==> src/rtl/rx_line_conditioner.sv <==
// rx_line_conditioner: synchronise, deglitch and monitor the raw UART Rx pin for break, idle and start edges
module rx_line_conditioner #(
  parameter int EDGE_CNT_W = 16
) (
  input  logic                  clk,
  input  logic                  rst,
  input  logic                  Rx_i,
  input  logic                  p_BaudSig_i,
  input  logic [3:0]            FilterLen_i,
  input  logic [7:0]            BreakBits_i,
  input  logic [7:0]            IdleBits_i,
  input  logic                  n_EdgeClr_i,
  output logic                  Rx_o,
  output logic                  p_Break_o,
  output logic                  p_BreakStart_o,
  output logic                  p_Idle_o,
  output logic                  p_IdleStart_o,
  output logic [EDGE_CNT_W-1:0] EdgeCnt_o
);
  typedef enum logic {IDLE_CNT, ASSERTED} det_t;
  logic       s1, s2, rx_d;
  logic [3:0] fcnt;
  logic [7:0] bcnt, icnt;
  det_t       brk_q, brk_d, idl_q, idl_d;
  // two-flop synchroniser followed by a run-length deglitch filter
  always_ff @(posedge clk or negedge rst)
    if (!rst) begin
      s1   <= 1'b1;
      s2   <= 1'b1;
      Rx_o <= 1'b1;
      fcnt <= '0;
    end else begin
      s1 <= Rx_i;
      s2 <= s1;
      if (s2 == Rx_o) fcnt <= '0;
      else if (fcnt >= FilterLen_i) begin
        Rx_o <= s2;
        fcnt <= '0;
      end else fcnt <= fcnt + 4'd1;
    end
  // bit-time counters: low time for break, high time for idle, saturating
  always_ff @(posedge clk or negedge rst)
    if (!rst) begin
      bcnt <= '0;
      icnt <= '0;
    end else begin
      bcnt <= Rx_o ? 8'd0 : (p_BaudSig_i && bcnt != 8'hFF) ? bcnt + 8'd1 : bcnt;
      icnt <= !Rx_o ? 8'd0 : (p_BaudSig_i && icnt != 8'hFF) ? icnt + 8'd1 : icnt;
    end
  // detector next state: enter on threshold, leave on opposite level or disabled threshold
  always_comb begin
    brk_d = brk_q;
    idl_d = idl_q;
    brk_d = (brk_q == IDLE_CNT)
          ? ((|BreakBits_i && !Rx_o && bcnt >= BreakBits_i) ? ASSERTED : IDLE_CNT)
          : ((Rx_o || !(|BreakBits_i)) ? IDLE_CNT : ASSERTED);
    idl_d = (idl_q == IDLE_CNT)
          ? ((|IdleBits_i && Rx_o && icnt >= IdleBits_i) ? ASSERTED : IDLE_CNT)
          : ((!Rx_o || !(|IdleBits_i)) ? IDLE_CNT : ASSERTED);
  end
  // detector state registers; start pulses mark only the entry into ASSERTED
  always_ff @(posedge clk or negedge rst)
    if (!rst) begin
      brk_q          <= IDLE_CNT;
      idl_q          <= IDLE_CNT;
      p_BreakStart_o <= 1'b0;
      p_IdleStart_o  <= 1'b0;
    end else begin
      brk_q          <= brk_d;
      idl_q          <= idl_d;
      p_BreakStart_o <= (brk_q == IDLE_CNT) && (brk_d == ASSERTED);
      p_IdleStart_o  <= (idl_q == IDLE_CNT) && (idl_d == ASSERTED);
    end
  assign p_Break_o = (brk_q == ASSERTED);
  assign p_Idle_o  = (idl_q == ASSERTED);
  // falling-edge counter on the conditioned line; clear beats increment
  always_ff @(posedge clk or negedge rst)
    if (!rst) begin
      rx_d      <= 1'b1;
      EdgeCnt_o <= '0;
    end else begin
      rx_d <= Rx_o;
      if (!n_EdgeClr_i) EdgeCnt_o <= '0;
      else if (rx_d && !Rx_o && !(&EdgeCnt_o)) EdgeCnt_o <= EdgeCnt_o + 1'b1;
    end
endmodule
==> config.mk <==
export PLATFORM = sky130hd
export DESIGN_NAME = rx_line_conditioner
export DESIGN_NICKNAME = d
export VERILOG_FILES = /design/src/rtl/rx_line_conditioner.sv
export SDC_FILE = /design/constraint.sdc
export NUM_CORES = 1
export LEC_CHECK = 0
export ABC_AREA = 1
export ABC_CLOCK_PERIOD_IN_PS = 3100
export CORE_ASPECT_RATIO = 1.25
export CORE_MARGIN = 2
export CORE_UTILIZATION = 58
export DETAILED_ROUTE_END_ITERATION = 8
export PLACE_DENSITY = 0.85
export SYNTH_ARGS = -nofsm -noshare
export SYNTH_HDL_FRONTEND = slang
export SYNTH_SLANG_ARGS = --single-unit
==> constraint.sdc <==
create_clock -name clk -period 3.1 [get_ports clk]
set_input_delay 0.31 -clock clk [delete_from_list [all_inputs] [get_ports clk]]
set_output_delay 0.31 -clock clk [all_outputs]
set_load 0.05 [all_outputs]
Word-level counts from Yosys, hierarchy flattened. Index checks and enable logic that the tools add are counted.

Word-level logic and storage cells: 62. Register bits after elaboration: 44. Bits of input ports: 25.

Bitwise logic cells: 3. $lt $le $gt $ge: 3. Equal/unequal tests: 5. Mux-type cells: 14. $add $sub $neg: 4. Reductions and logical operators: 21.

Operators by type and width (count): 16-bit 2-to-1 mux (2); 8-bit 2-to-1 mux (4); 16-bit by 1-bit adder with 16-bit output (second input constant) (1); 8-bit by 1-bit adder with 8-bit output (second input constant) (2); 8-bit >= comparator (2); 8-bit inequality test (second input constant) (2); 16-bit AND reduction (1); 8-bit OR reduction (2); 1-bit logical AND (10); 4-bit 2-to-1 mux (2); 1-bit 2-to-1 mux (6); 4-bit by 1-bit adder with 4-bit output (second input constant) (1); 4-bit >= comparator (1); 1-bit zero test (4); 2-bit by 1-bit inequality test with 1-bit output (second input constant) (2); 1-bit inverter (3); 1-bit logical OR (2); 2-bit AND reduction (1); 2-bit nonzero test (1); 1-bit == test (1).

Logic depth before layout (Yosys ltp). Gate-level depths: netlist of the first run.

Depth in word-level cells: 6. Mapped depth: 11. Gate-level depth less buffers: 11.

Least setup slack after synthesis of the first run. No wires, ideal clock.

Kind: register to register. Start: reg EdgeCnt_o[1]. End: reg EdgeCnt_o[11]. Arrival: 1.772 ns. Clock period less this slack: 1.892 ns. Library setup time: 0.120 ns. Path buffers: 1. Cell stages (with the launch flop): 10. Slack: 1.208 ns. Cell sequence: dfrtp_1 > ha_1 > inv_1 > nor2_4 > nand2_2 > nor2_4 > nor2_1 > buf_2 > nand4_1 > nand2_1.

Word-level cells in the longest chain between the ends: 4. Elaborated cells between the ends (all ways): 7.

RTL lines: start: declaration (line 18) `output logic [EDGE_CNT_W-1:0] EdgeCnt_o`; start signal: assignment (line 84) `else if (rx_d && !Rx_o && !(&EdgeCnt_o)) EdgeCnt_o <= EdgeCnt_o + 1'b1;`; branches (longest 4 deep; another with 16-bit by 1-bit adder with 16-bit output).

Parallel ways; which one is timed is not known. The select of a mux whose other input is x is not followed. A chain may end at the register's enable or synchronous reset.

Final worst setup path of the first run.
Start: reg Rx_o. End: out Rx_o.

RTL lines: start: declaration (line 13) `output logic Rx_o,`; start signal: assignment (line 30) `Rx_o <= 1'b1;`; start signal: assignment (line 37) `Rx_o <= s2;`.

No word-level cell between the ends.

==> results of run 1 <==
per-stage QoR:
step                      cell area (sq um)  power (mW)  worst slack (ps)  hold slack (ps)
after global placement                 3441       1.190              1220            346.1
after global routing                   3522       1.662             899.1            248.6
after CTS                              3522       1.566             957.3            195.6
final                                  3522       1.561             967.3            150.7
after floorplan                        2950       1.057              1208            14.41
after detailed placement               3441       1.209              1144            353.6
flip-flops by register name, indices dropped and copies added, names as in the netlist:
name and count:
p_Idle_o 1, p_Break_o 1, s1 1, Rx_o 1
EdgeCnt_o 16, p_BreakStart_o 1, bcnt 8, p_IdleStart_o 1
icnt 8, fcnt 4, s2 1, rx_d 1
routing by layer:
| layer | global-route usage [%] | part of all wire (%) | up-vias |
|---|---|---|---|
| met1 | 30.39 | 41 | 1320 |
| met3 | 4.588 | 3.8 | 13 |
| met4 | 9.455 | 1.8 | 0 |
| li1 | - | - | 1373 |
| met5 | 0 | 0 | - |
| met2 | 47.06 | 54 | 55 |
cell families after synthesis:
family / Yosys count / synth area share (%)
simple gates: 229 / 33.50
buf+inv: 62 / 8.439
flops: 44 / 37.49
compound gates: 30 / 6.531
fa+ha+maj: 24 / 10.18
xor+xnor: 13 / 3.859
power by group through the flow:
| stage | Sequential, mW | Clock, mW | Combinational, mW |
|---|---|---|---|
| after floorplan | 0.750 | 0 | 0.307 |
| after global placement | 0.719 | 0 | 0.471 |
| after detailed placement | 0.721 | 0 | 0.488 |
| after CTS | 0.711 | 0.365 | 0.490 |
| after global routing | 0.720 | 0.391 | 0.552 |
| final | 0.712 | 0.362 | 0.487 |
final cells by class:
cell class / instances / area [sq um]
fill: 428 / 1485
timing repair buffer: 45 / 445.4
sequential: 44 / 1106
multi-input combinational: 296 / 1595
clock inverter: 1 / 5.005
tap: 62 / 77.57
inverter: 57 / 216.5
clock buffer: 7 / 76.32
layout by cell type, fill, tap and decap left out, types with 5 or more instances in the layout:
cell,synthesis,final
sky130_fd_sc_hd__dfrtp_1,40,40
sky130_fd_sc_hd__xor2_1,11,11
sky130_fd_sc_hd__clkdlybuf4s50_1,0,44
sky130_fd_sc_hd__ha_1,24,24
sky130_fd_sc_hd__nand2_1,120,120
sky130_fd_sc_hd__nor2_1,45,45
sky130_fd_sc_hd__inv_1,55,55
sky130_fd_sc_hd__nand2_2,5,5
sky130_fd_sc_hd__o21ai_0,12,12
sky130_fd_sc_hd__nand3_1,34,34
sky130_fd_sc_hd__nand4_1,18,18
sky130_fd_sc_hd__clkbuf_8,0,5
sky130_fd_sc_hd__a21oi_1,6,6
how the worst max path moves through the flow:
stage / endpoint / slack, ps / depth (start not counted)
after detailed placement: EdgeCnt_o[11] / 1140 / 8
after global routing: EdgeCnt_o[12] / 900 / 8
final: Rx_o / 970 / 1
after CTS: Rx_o / 960 / 1
after floorplan: EdgeCnt_o[11] / 1210 / 9
after global placement: EdgeCnt_o[12] / 1220 / 8
==> summary.txt, run 1 <==
Placement
  • Post-DP HPWL: 4.986 mm
  • Number of I/O port buffers: 45
  • Placed Instances: 504
  • RePlAce Congestion: 0.8851

Global routing
  • Global router's overall resource usage: 26.33%
  • Maximum number of pins on one net before global-route repair: 45
  • First-pass GRT wire length: 11.65 mm
  • Number of global-route vias before repair: 2690
  • Initial antenna violation count: 0
  • Overflow left after global routing: 0

Critical path
  • CP Buf/Inv Count: 1
  • Maximum fanout count along the critical path: 11
  • Family with the most delay on the worst path: buffers and inverters
  • Delay of the slowest cell on the worst path: 850 ps
  • Reg2reg start: EdgeCnt_o[0]
  • Reg-to-reg setup timing slack: 1090 ps
  • Kind of launch point of the worst setup path: flip-flop
  • Worst-path cell with the longest stage delay: sky130_fd_sc_hd__clkdlybuf4s50_1
  • Data arrival time of the worst path: 1820 ps
  • Path type of the worst setup path: reg2out
  • Chain of cells forming the critical path: clkdlybuf4s50_1
  • Terminus of the critical flop-to-flop path: EdgeCnt_o[11]
  • Crit path capture type: output port
  • Required time reported for the critical path endpoint: 2790 ps
  • First element of the critical path: Rx_o
  • FF-to-FF path depth: 8

Synth
  • Gate count of the mapped netlist: 402
  • Top_reg_cell synth: sky130_fd_sc_hd__dfrtp_1
  • Commonest cells in the netlist: 120 x sky130_fd_sc_hd__nand2_1, 55 x sky130_fd_sc_hd__inv_1, 45 x sky130_fd_sc_hd__nor2_1
  • Yosys cell types: 27
  • Dominant cells by area after synthesis: sky130_fd_sc_hd__dfrtp_1 34%, sky130_fd_sc_hd__nand2_1 15%, sky130_fd_sc_hd__ha_1 10%, sky130_fd_sc_hd__inv_1 7.0%, sky130_fd_sc_hd__nand3_1 5.8%
  • Number of enable-type register cells in the synthesized netlist: 0
  • Most common cell in the synthesized netlist: sky130_fd_sc_hd__nand2_1
  • Mapped Area: 2950 sq um
  • Synth Register Bits: 44
  • Count of synthesis-stage warnings from yosys: 0
  • Mean instance size in the synthesized netlist: 7.339 sq um
  • Post-synth top area cell: sky130_fd_sc_hd__dfrtp_1
  • Sequential area share after synthesis: 37.49%
  • Portion of synthesized cell area occupied by the leading cell type: 33.93%
  • Async set-or-reset flop fraction in the synthesized netlist: 100.0%
  • Syn_nets: 451

Pwr
  • Psw: 0.5977 mW
  • Max VDD drop: 0.4123 mV
  • Relative contribution of the clock network to total power: 23.2%
  • Pwr/cell area: 443.1 nW/um^2
  • Sequential fraction of design power: 45.6%
  • Part of the total power dissipated in combinational logic: 31.2%
  • Sw frac: 38.30%
  • Leak pwr: 1.816 nW
  • Power Internal: 0.9630 mW

STA
  • Top achievable clock speed: 468.9 MHz
  • Final hold violation count: 0
  • Setup TNS Final: 0 ps
  • Worst slew margin: 35.44%
  • Setup-failing EPs final: 0
  • Measured slew at the worst slew-check pin: 968.5 ps
  • Minimum clock period: 2133 ps
  • Post-route clock skew: 4.135 ps
  • Final max-slew violation count: 0
  • Portion of the clock cycle consumed by the worst path in the final layout: 68.80%
  • Setup repair after global routing missed its margin: false

Detailed routing
  • Count of routing violations after the opening detailed-route iteration: 141
  • Routed WL: 6.548 mm
  • Mean number of vias per cell: 5.393
  • Average wire per standard cell: 12.79 um
  • Number of detailed-routing iterations run before antenna repair: 4
  • Count of antenna-violating nets left after detailed routing: 0
  • Final routed DRC violation total: 0
  • Via count of the routed design: 2761

Clocking
  • Clock-pin slew on the worst setup and hold paths: 80 ps
  • TritonCTS Sinks: 44
  • Cell chosen for the clock root: sky130_fd_sc_hd__clkbuf_8
  • Number of buffers between clock root and the deepest sink: 2
  • Clock buffer count from CTS: 5
  • Clock H-tree levels: 2
  • TritonCTS clock tree: done
  • Clock latency reported for the late side of the worst-skew pair: 310 ps
  • Post-CTS Repair Setup Buffers: 0
  • Post_cts resized: 0
  • Number of buffers added to fix hold violations after cts: 0

Floorplanning
  • Placeable Area: 5007 sq um
  • Area of the die: 5677 sq um
  • Die X: 67.79 um
  • Standard-cell rows: 29
  • Starting density of the core: 58.92%
  • Die Y: 83.74 um
  • Number of ports placed on the die boundary: 46

Final layout
  • Utilization after layout: 70.34%
  • Area added between synthesis and finish: 19.38%
  • Fraction of final layout cells sized beyond drive strength 1: 5.333%
  • Antenna diodes: 0
  • Layout Cells excl Fill: 512
  • Layout Nets: 498

Hold path
  • Min-Delay Path Class: in2async

Job
  • Number of max-cap violations: 0

Run status
  • Result of the run: finished, final reports clean
Power figures use the tool's default switching activity.
==> inputs of run 2 (changes only) <==
--- a/config.mk
+++ b/config.mk
@@ -6,12 +6,12 @@
 export NUM_CORES = 1
 export LEC_CHECK = 0
 export ABC_AREA = 1
-export ABC_CLOCK_PERIOD_IN_PS = 3100
+export ABC_CLOCK_PERIOD_IN_PS = 1800
 export CORE_ASPECT_RATIO = 1.25
 export CORE_MARGIN = 2
-export CORE_UTILIZATION = 58
+export CORE_UTILIZATION = 49
 export DETAILED_ROUTE_END_ITERATION = 8
-export PLACE_DENSITY = 0.85
+export PLACE_DENSITY = 0.77
 export SYNTH_ARGS = -nofsm -noshare
 export SYNTH_HDL_FRONTEND = slang
 export SYNTH_SLANG_ARGS = --single-unit
==> constraint.sdc (replaced) <==
create_clock -name clk -period 1.8 [get_ports clk]
set_input_delay 0.18 -clock clk [delete_from_list [all_inputs] [get_ports clk]]
set_output_delay 0.18 -clock clk [all_outputs]
set_load 0.05 [all_outputs]
==> run 2 against run 1 <==
Combinational power up 91%. Critical path depth unchanged. Die area up 17%. Critical endpoint is now EdgeCnt_o[11]. Highest routed layer unchanged.
==> summary.txt, run 2 (same netlist as run 1, synthesis figures left out) <==
Run status
  • Result of the run: finished, final reports clean

Clocking
  • Clock latency reported for the late side of the worst-skew pair: 300 ps
  • TritonCTS Sinks: 44
  • Post-CTS Repair Setup Buffers: 0
  • TritonCTS clock tree: done
  • Cell chosen for the clock root: sky130_fd_sc_hd__clkbuf_8
  • Clock buffer count from CTS: 5
  • Clock H-tree levels: 2
  • Clock-pin slew on the worst setup and hold paths: 90 ps
  • Number of buffers between clock root and the deepest sink: 2

STA
  • Worst slew margin: 65.68%
  • Minimum clock period: 1741 ps
  • Final max-slew violation count: 0
  • Setup repair after global routing missed its margin: false
  • Final hold violation count: 0
  • Setup-failing EPs final: 0
  • Post-route clock skew: 12.09 ps
  • Portion of the clock cycle consumed by the worst path in the final layout: 96.72%
  • Top achievable clock speed: 574.4 MHz
  • Final worst slack: 58.96 ps
  • Measured slew at the worst slew-check pin: 514.8 ps

Detailed routing
  • Via count of the routed design: 2772
  • Average wire per standard cell: 12.04 um
  • Count of antenna-violating nets left after detailed routing: 0
  • Final routed DRC violation total: 0
  • Number of detailed-routing iterations run before antenna repair: 5
  • Mean number of vias per cell: 5.211
  • Routed WL: 6.403 mm
  • Count of routing violations after the opening detailed-route iteration: 122

Floorplanning
  • Area of the die: 6662 sq um
  • Placeable Area: 5818 sq um
  • Starting density of the core: 50.71%
  • Die Y: 90.76 um
  • Die X: 73.41 um
  • Standard-cell rows: 31
  • Number of ports placed on the die boundary: 46

Global routing
  • First-pass GRT wire length: 11.01 mm
  • Maximum number of pins on one net before global-route repair: 26
  • Global router's overall resource usage: 20.63%
  • Overflow left after global routing: 0
  • Initial antenna violation count: 0
  • Number of global-route vias before repair: 2617

Final layout
  • Largest registers: EdgeCnt_o: 16 flops, bcnt: 8 flops, icnt: 8 flops
  • Utilization after layout: 63.42%
  • Area added between synthesis and finish: 25.06%
  • Max reg flops: 16
  • Count of filler cells inserted in the layout: 509
  • Commonest non-fill, non-tap cell in the layout: sky130_fd_sc_hd__nand2_1
  • Fraction of final layout cells sized beyond drive strength 1: 10.52%
  • Register name with the most flops: EdgeCnt_o
  • Commonest cells after routing, fill and taps aside: 120 x sky130_fd_sc_hd__nand2_1, 55 x sky130_fd_sc_hd__inv_1, 43 x sky130_fd_sc_hd__nor2_1, 38 x sky130_fd_sc_hd__dfrtp_1, 34 x sky130_fd_sc_hd__nand3_1
  • Antenna diodes: 0
  • Layout Nets: 514

Critical path
  • Kind of launch point of the worst setup path: flip-flop
  • Worst-path cell with the longest stage delay: sky130_fd_sc_hd__clkdlybuf4s50_1
  • Maximum fanout count along the critical path: 6
  • CP Buf/Inv Count: 1
  • Required time reported for the critical path endpoint: 1620 ps
  • Chain of cells forming the critical path: clkdlybuf4s50_1
  • Family with the most delay on the worst path: buffers and inverters
  • Delay of the slowest cell on the worst path: 830 ps
  • Crit path capture type: output port
  • Data arrival time of the worst path: 1560 ps
  • Path type of the worst setup path: reg2out

Pwr
  • Psw: 1.021 mW
  • Power Internal: 1.744 mW
  • Sw frac: 36.92%
  • Sequential fraction of design power: 42.9%
  • Max VDD drop: 0.5738 mV
  • Leak pwr: 2.057 nW
  • Part of the total power dissipated in combinational logic: 33.6%
  • Relative contribution of the clock network to total power: 23.5%
  • Pwr/cell area: 749.3 nW/um^2

Job
  • Number of max-cap violations: 0

Placement
  • RePlAce Congestion: 0.9204
  • Post-DP HPWL: 5.043 mm
  • Worst slack after detailed placement: -30.09 ps
  • Number of I/O port buffers: 45

Hold path
  • Min-Delay Path Class: in2reg
run 2: final cells by class:
class | instances | area (sq um) | share of cell area [%]
multi-input cells | 296 | 1600 | 43.37
clock buffers | 7 | 86.33 | 2.340
flip-flops and latches | 44 | 1109 | 30.04
well taps | 66 | 82.58 | 2.238
clock inverters | 1 | 7.507 | 0.2035
repair buffers | 61 | 588.1 | 15.94
inverters | 57 | 216.5 | 5.866
run 2: final timing paths:
kind / startpoint / cells after the start / slack, ps / to
max: EdgeCnt_o[11] / 1 / 60 / EdgeCnt_o[11]
min: Rx_i / 1 / 290 / s1
max reg2reg: EdgeCnt_o[0] / 10 / 160 / EdgeCnt_o[2]
min reg2reg: s1 / 0 / 360 / s2
max in group asynchronous: rst / 3 / 830 / s1
min in group asynchronous: rst / 2 / 380 / EdgeCnt_o[8]
run 2: stage by stage:
stage          cells  TNS, ps  total power [mW]  hold slack [ps]  instance area (sq um)
6_report         532        0             2.765            287.0                   3690
5_1_grt          532        0             2.971            290.3                   3690
4_1_cts          532        0             2.794            276.2                   3667
3_5_place_dp     523   -179.9             2.137            186.4                   3561
3_3_place_gp     523        0             2.111            181.0                   3561
2_1_floorplan    402        0             1.823           -115.6                   2953
run 2: timing repair:
action | in CTS | in global routing
pin swaps | 0 | 0
endpoints found under the hold margin | 19 | 0
endpoints found under the setup margin | 10 | 9
hold buffers | 1 | 0
gates resized for setup | 1 | 9
run 2: routing by layer:
layer  vias to the layer above  wire (um)  global-route usage [%]
met1                      1281       2680                   24.30
met4                         0        189                   9.697
met5                         -          0                       0
met3                        20        241                   2.902
li1                       1409          -                       -
met2                        62       3292                   35.89
run 2: power groups by stage:
stage / Sequential (mW) / Combinational [mW] / Clock, mW
2_1_floorplan: 1.29 / 0.529 / 0
3_3_place_gp: 1.20 / 0.911 / 0
3_5_place_dp: 1.21 / 0.931 / 0
4_1_cts: 1.19 / 0.941 / 0.667
5_1_grt: 1.20 / 1.04 / 0.725
6_report: 1.19 / 0.929 / 0.650
==> inputs of run 3 (changes only) <==
--- a/config.mk
+++ b/config.mk
@@ -15,3 +15,4 @@
 export SYNTH_ARGS = -nofsm -noshare
 export SYNTH_HDL_FRONTEND = slang
 export SYNTH_SLANG_ARGS = --single-unit
+export TNS_END_PERCENT = 1
==> results of run 3 <==
No change in the layout: final DEF, timing and power equal those of run 2.
